File: src/rtl/painterengine_gpu_raster_scanner.sv
// Triangle setup and raster-order scan feeding the point-in-triangle rasterizer.
// Emits one test point per cycle over the screen-clamped bounding box.
module painterengine_gpu_raster_scanner #(
  parameter int SCREEN_W     = 640,
  parameter int SCREEN_H     = 480,
  parameter int PIPE_LATENCY = 5
) (
  input  logic        i_wire_clock,
  input  logic        i_wire_resetn,
  input  logic        i_wire_start,
  input  logic [31:0] i_wire_point1,
  input  logic [31:0] i_wire_point2,
  input  logic [31:0] i_wire_point3,
  input  logic [31:0] i_wire_yes_color,
  input  logic [31:0] i_wire_no_color,
  input  logic        i_wire_hold,
  output logic        o_wire_busy,
  output logic        o_wire_done,
  output logic        o_wire_valid,
  output logic [31:0] o_wire_test_point,
  output logic [31:0] o_wire_point1,
  output logic [31:0] o_wire_point2,
  output logic [31:0] o_wire_point3,
  output logic [31:0] o_wire_yes_color,
  output logic [31:0] o_wire_no_color,
  output logic [31:0] o_wire_pixel_count
);

  typedef enum logic [2:0] {
    IDLE, BBOX, CLAMP, SCAN, DRAIN, DONE
  } state_e;

  localparam logic signed [16:0] XLIM = 17'(SCREEN_W - 1);
  localparam logic signed [16:0] YLIM = 17'(SCREEN_H - 1);
  localparam logic signed [16:0] ZERO = 17'sd0;

  state_e state_q, state_d;
  logic busy_q, busy_d, done_q, done_d, valid_q, valid_d;
  logic [31:0] tp_q, tp_d, cnt_q, cnt_d;
  logic [31:0] p1_q, p1_d, p2_q, p2_d, p3_q, p3_d;
  logic [31:0] yes_q, yes_d, no_q, no_d;
  logic signed [16:0] xmin_q, xmin_d, xmax_q, xmax_d;
  logic signed [16:0] ymin_q, ymin_d, ymax_q, ymax_d;
  logic signed [16:0] cx_q, cx_d, cy_q, cy_d;
  logic [15:0] drain_q, drain_d;
  logic signed [16:0] cxmin, cxmax, cymin, cymax;

  function automatic logic signed [16:0] sx(input logic [15:0] v);
    return {v[15], v};
  endfunction

  function automatic logic signed [16:0] smin3(
    input logic signed [16:0] a, b, c
  );
    logic signed [16:0] m;
    m = (a < b) ? a : b;
    return (c < m) ? c : m;
  endfunction

  function automatic logic signed [16:0] smax3(
    input logic signed [16:0] a, b, c
  );
    logic signed [16:0] m;
    m = (a > b) ? a : b;
    return (c > m) ? c : m;
  endfunction

  // Widening to 17 bits keeps every signed compare overflow-free.
  assign cxmin = (xmin_q < ZERO) ? ZERO : xmin_q;
  assign cymin = (ymin_q < ZERO) ? ZERO : ymin_q;
  assign cxmax = (xmax_q > XLIM) ? XLIM : xmax_q;
  assign cymax = (ymax_q > YLIM) ? YLIM : ymax_q;

  always_comb begin
    state_d = state_q;
    busy_d  = busy_q;
    done_d  = 1'b0;
    valid_d = 1'b0;
    tp_d    = tp_q;
    cnt_d   = cnt_q;
    p1_d    = p1_q;
    p2_d    = p2_q;
    p3_d    = p3_q;
    yes_d   = yes_q;
    no_d    = no_q;
    xmin_d  = xmin_q;
    xmax_d  = xmax_q;
    ymin_d  = ymin_q;
    ymax_d  = ymax_q;
    cx_d    = cx_q;
    cy_d    = cy_q;
    drain_d = drain_q;
    unique case (state_q)
      IDLE: begin
        if (i_wire_start) begin
          p1_d    = i_wire_point1;
          p2_d    = i_wire_point2;
          p3_d    = i_wire_point3;
          yes_d   = i_wire_yes_color;
          no_d    = i_wire_no_color;
          cnt_d   = 32'd0;
          busy_d  = 1'b1;
          state_d = BBOX;
        end
      end
      BBOX: begin
        xmin_d  = smin3(sx(p1_q[15:0]), sx(p2_q[15:0]), sx(p3_q[15:0]));
        xmax_d  = smax3(sx(p1_q[15:0]), sx(p2_q[15:0]), sx(p3_q[15:0]));
        ymin_d  = smin3(sx(p1_q[31:16]), sx(p2_q[31:16]), sx(p3_q[31:16]));
        ymax_d  = smax3(sx(p1_q[31:16]), sx(p2_q[31:16]), sx(p3_q[31:16]));
        state_d = CLAMP;
      end
      CLAMP: begin
        xmin_d = cxmin;
        xmax_d = cxmax;
        ymin_d = cymin;
        ymax_d = cymax;
        if (cxmin > cxmax || cymin > cymax) begin
          done_d  = 1'b1;
          state_d = DONE;
        end else begin
          cx_d    = cxmin;
          cy_d    = cymin;
          state_d = SCAN;
        end
      end
      SCAN: begin
        if (!i_wire_hold) begin
          valid_d = 1'b1;
          tp_d    = {cy_q[15:0], cx_q[15:0]};
          cnt_d   = cnt_q + 32'd1;
          if (cx_q == xmax_q) begin
            if (cy_q == ymax_q) begin
              drain_d = 16'(PIPE_LATENCY);
              state_d = DRAIN;
            end else begin
              cx_d = xmin_q;
              cy_d = cy_q + 17'sd1;
            end
          end else begin
            cx_d = cx_q + 17'sd1;
          end
        end
      end
      DRAIN: begin
        if (drain_q == 16'd1) begin
          done_d  = 1'b1;
          state_d = DONE;
        end else begin
          drain_d = drain_q - 16'd1;
        end
      end
      DONE: begin
        busy_d  = 1'b0;
        state_d = IDLE;
      end
      default: state_d = IDLE;
    endcase
  end

  always_ff @(posedge i_wire_clock or negedge i_wire_resetn) begin
    if (!i_wire_resetn) begin
      state_q <= IDLE;
      busy_q  <= 1'b0;
      done_q  <= 1'b0;
      valid_q <= 1'b0;
      tp_q    <= '0;
      cnt_q   <= '0;
      p1_q    <= '0;
      p2_q    <= '0;
      p3_q    <= '0;
      yes_q   <= '0;
      no_q    <= '0;
      xmin_q  <= '0;
      xmax_q  <= '0;
      ymin_q  <= '0;
      ymax_q  <= '0;
      cx_q    <= '0;
      cy_q    <= '0;
      drain_q <= '0;
    end else begin
      state_q <= state_d;
      busy_q  <= busy_d;
      done_q  <= done_d;
      valid_q <= valid_d;
      tp_q    <= tp_d;
      cnt_q   <= cnt_d;
      p1_q    <= p1_d;
      p2_q    <= p2_d;
      p3_q    <= p3_d;
      yes_q   <= yes_d;
      no_q    <= no_d;
      xmin_q  <= xmin_d;
      xmax_q  <= xmax_d;
      ymin_q  <= ymin_d;
      ymax_q  <= ymax_d;
      cx_q    <= cx_d;
      cy_q    <= cy_d;
      drain_q <= drain_d;
    end
  end

  assign o_wire_busy        = busy_q;
  assign o_wire_done        = done_q;
  assign o_wire_valid       = valid_q;
  assign o_wire_test_point  = tp_q;
  assign o_wire_point1      = p1_q;
  assign o_wire_point2      = p2_q;
  assign o_wire_point3      = p3_q;
  assign o_wire_yes_color   = yes_q;
  assign o_wire_no_color    = no_q;
  assign o_wire_pixel_count = cnt_q;

endmodule

File: config.mk
export PLATFORM = sky130hd
export DESIGN_NAME = painterengine_gpu_raster_scanner
export DESIGN_NICKNAME = d
export VERILOG_FILES = /design/src/rtl/painterengine_gpu_raster_scanner.sv
export SDC_FILE = /design/constraint.sdc
export NUM_CORES = 1
export LEC_CHECK = 0
export ABC_AREA = 0
export CORE_MARGIN = 2
export CORE_UTILIZATION = 30
export DETAILED_ROUTE_END_ITERATION = 10
export PLACE_DENSITY = 0.51
export SYNTH_ARGS = -nofsm -noshare
export SYNTH_HDL_FRONTEND = slang
export SYNTH_SLANG_ARGS = --single-unit
File: constraint.sdc
create_clock -name i_wire_clock -period 6.49 [get_ports i_wire_clock]
set_input_delay 0.649 -clock i_wire_clock [delete_from_list [all_inputs] [get_ports i_wire_clock]]
set_output_delay 0.649 -clock i_wire_clock [all_outputs]
set_load 0.005 [all_outputs]
==> results.json <==
{
  "status": "finished, final reports clean",
  "slew_viol_final": 0,
  "setup_viol": 0,
  "cts_root_buffer": "clkbuf_16",
  "maxCapViolCount": 0,
  "wl_per_cell_microns": 20.63,
  "grtUsageMet2": 0.3144,
  "yosys-top-cells-area": "dfrtp_1 (44%), mux2_2 (8.6%), ha_1 (8.2%), mux2i_1 (4.0%), o21ai_0 (3.8%)",
  "use_met3": 0.05662,
  "die_w_microns": 261.5,
  "worstPathMaxFanout": 10,
  "max_freq_ghz": 0.1715,
  "synth_nets": 2265,
  "fin_crit_sh": 0.8984,
  "post_cts_resized": 0,
  "htree_levels": 2,
  "initial_core_util": 0.3025,
  "syn2layout_area_growth_pct": 31.48,
  "die_area_sq_um": 68360,
  "clock_sinks": 348,
  "core_sq_um": 65750,
  "power_density_nw_per_um2": 618.8,
  "worstMarginPinSlew_ns": 1.218,
  "fill_cells": 6455,
  "max_slew_margin": 0.1880,
  "placedCellCount": 3144,
  "grt_max_degree": 220,
  "synth-async-reset-ratio": 1.000,
  "hold_class": "in2async",
  "cts_setup_buffers": 0,
  "cp-start-kind": "register",
  "vdd_drop_max_mv": 0.2958,
  "skew_ns": 0.03540,
  "clk_latency_ns": 0.59,
  "setup_ws_ns": 0.6592,
  "leakagePower_nw": 11.25,
  "ant_nets": 0,
  "fin_cells": 3230,
  "antenna_found_initial": 6,
  "ios": 391,
  "netlist.top_cell.by_area": "dfrtp_1",
  "totalWireLength_mm": 66.64,
  "via_per_inst": 5.143,
  "rsz0062_at_grt": "false",
  "grt_pass1_wl_mm": 103.4,
  "ctsHoldBuffers": 0,
  "seq_area_frac_synth": 0.4379,
  "critical_path_class": "reg2reg",
  "drc": 0,
  "fin_nets": 2622,
  "vias": 16611,
  "grt-busiest-layer": "met2",
  "fp.dieH_microns": 261.5,
  "final.min_clock_period_ns": 5.831,
  "syn_area_per_cell_sq_um": 10.09,
  "synth-seq-cells": 348,
  "syn_inst": 1971,
  "cts_buffers": 46,
  "dp_hpwl_mm": 50.88,
  "grt_util_all_layers": 0.1938,
  "gp_congestion": 0.8408,
  "first_global_vias": 17293,
  "fin_setup_tns_ns": 0,
  "cts_tree": "yes",
  "yosys.area.top_type_share": 0.4379,
  "ys.flop_type": "dfrtp_1",
  "gr-total-overflow": 0,
  "yosysWarningCount": 0,
  "cts_buffer_depth": 3,
  "critPathCaptureType": "register",
  "required_ns": 7.01,
  "ys_types": 83,
  "firstDrtPassIters": 5,
  "drt_iter0_drc": 877,
  "clkTransAtPathRegs_ns": 0.05,
  "drive_gt1_frac": 0.1142,
  "dp_slack_ns": 0.7692,
  "crit_arrival_ns": 6.36,
  "register_area_sq_um": 8708,
  "total_power_mw": 16.18,
  "multiInputGateArea_sq_um": 10430,
  "placement.io_buffers": 390,
  "gr-usage-met1": 0.2543,
  "synth_edf_count": 0,
  "rows": 94,
  "synth_area_sq_um": 19890,
  "finalHoldViolations": 0
}
==> cells by family (layout without fill, tap and decap cells) <==
kind of cell | count (synthesis) | in the layout | synth area share
and+or+nand+nor | 555 | 555 | 0.1346
AOI/OAI and AO/OA | 450 | 450 | 0.1503
DFF | 348 | 348 | 0.4379
muxes | 233 | 233 | 0.1275
buffers and inverters | 188 | 581 | 0.03838
adders and majority gates | 130 | 130 | 0.08179
xor gates and xnor gates | 67 | 67 | 0.02951
other | 0 | 2 | 0
==> report_power, final <==
part | internal (mW) | switching (mW) | total, mW | leakage (nW)
clock network | 1.49 | 1.02 | 2.51 | 0.746
logic | 4.49 | 4.82 | 9.32 | 6.20
registers | 3.16 | 1.20 | 4.35 | 4.30
total | 9.14 | 7.04 | 16.2 | 11.3
==> placed cells by master, fill, tap and decap left out, types with 29 or more instances in the layout <==
master / n
mux2_2: 152
clkbuf_16: 46
ha_1: 130
a21oi_1: 71
dfrtp_1: 348
inv_1: 86
nand2_1: 176
mux2i_1: 80
nor2b_1: 42
xor2_1: 36
o211ai_1: 29
xnor2_1: 31
nor2_1: 116
o21ai_0: 152
clkdlybuf4s50_1: 389
nand4_1: 30
nand3_1: 83
==> cell type report <==
cell class	instances	share of cell area
multi-input cells	1435	0.3988
flip-flops and latches	348	0.3331
repair buffers	411	0.1570
clock buffers	64	0.05006
well taps	864	0.04135
inverters	86	0.01235
clock inverters	20	0.007226
diodes	2	0.0001914
==> worst paths after layout <==
check                                 start           end  slack [ns]  cells past startpoint
setup / recovery           o_wire_point1[5]     xmax_q[9]        0.66                     16
hold / removal                i_wire_resetn  o_wire_valid        0.03                      1
setup reg to reg           o_wire_point1[5]     xmax_q[9]        0.66                     16
hold reg to reg                   ymin_q[7]     ymin_q[7]        0.49                      1
max in group asynchronous     i_wire_resetn      cy_q[13]        5.16                      2
min in group i_wire_clock         ymin_q[7]     ymin_q[7]        0.49                      1
==> synth_stat cells (4+ instances only) <==
| master | n |
|---|---|
| inv_1 | 86 |
| and2_1 | 7 |
| clkbuf_1 | 78 |
| a31oi_1 | 16 |
| dfrtp_1 | 348 |
| nand3_1 | 83 |
| mux2i_1 | 80 |
| xnor2_1 | 31 |
| nand2_1 | 176 |
| nor2_1 | 117 |
| a211oi_1 | 9 |
| a22oi_1 | 17 |
| a21oi_1 | 71 |
| o22ai_1 | 9 |
| o21ai_0 | 152 |
| o41ai_1 | 4 |
| a22o_1 | 14 |
| buf_4 | 4 |
| and4_1 | 10 |
| or3_1 | 6 |
| a21o_1 | 20 |
| buf_6 | 4 |
| and3_1 | 23 |
| a221oi_1 | 4 |
| xor2_1 | 36 |
| o22a_1 | 15 |
| ha_1 | 130 |
| nor4_1 | 6 |
| a32o_1 | 15 |
| o21a_1 | 7 |
| nor3_1 | 21 |
| o211ai_1 | 29 |
| nand2b_1 | 12 |
| buf_1 | 6 |
| a2bb2oi_1 | 12 |
| nor2b_1 | 42 |
| buf_2 | 10 |
| o31ai_1 | 11 |
| o21ai_1 | 6 |
| nand3b_1 | 4 |
| mux2_2 | 152 |
| nand4_1 | 30 |
==> metal layers <==
layer  vias up  wire length [microns]
met2       479                  30890
met1      8157                  29370
li1       7875                      -
met4        10                   1254
met3        90                   5075
met5         -                     59
==> stage by stage <==
stage	hold slack (ns)	util	area, sq um
after global placement	0.4704	0.3748	24640
after detailed placement	0.4773	0.3748	24640
final	0.03186	0.3977	26150
after global routing	0.05624	0.3976	26140
after CTS	0.02646	0.3976	26140
after floorplan	0.3534	-	19890
==> flip-flops by register name (all words and copies together), names as in the netlist, 3 cells and up <==
| register | count |
|---|---|
| cx_q | 17 |
| cy_q | 17 |
| drain_q | 16 |
| o_wire_no_color | 32 |
| o_wire_pixel_count | 32 |
| o_wire_point1 | 32 |
| o_wire_point2 | 32 |
| o_wire_point3 | 32 |
| o_wire_test_point | 32 |
| o_wire_yes_color | 32 |
| state_q | 3 |
| xmax_q | 17 |
| xmin_q | 17 |
| ymax_q | 17 |
| ymin_q | 17 |
==> worst max-delay path, cell delays in order, from the launching register on <==
cell and delay [ns]:
dfrtp_1 0.42, ha_1 0.35, a22oi_1 0.21, nand2_1 0.09, o32ai_1 0.56, nor2_1 0.19
a211oi_4 0.71, buf_4 0.32, mux2i_1 0.34, ha_1 0.31, and4_1 0.23, a2111oi_0 0.43
a21oi_1 0.15, o31ai_2 0.70, buf_4 0.35, mux2i_1 0.22, o22a_1 0.16
Power figures use the tool's default switching activity.
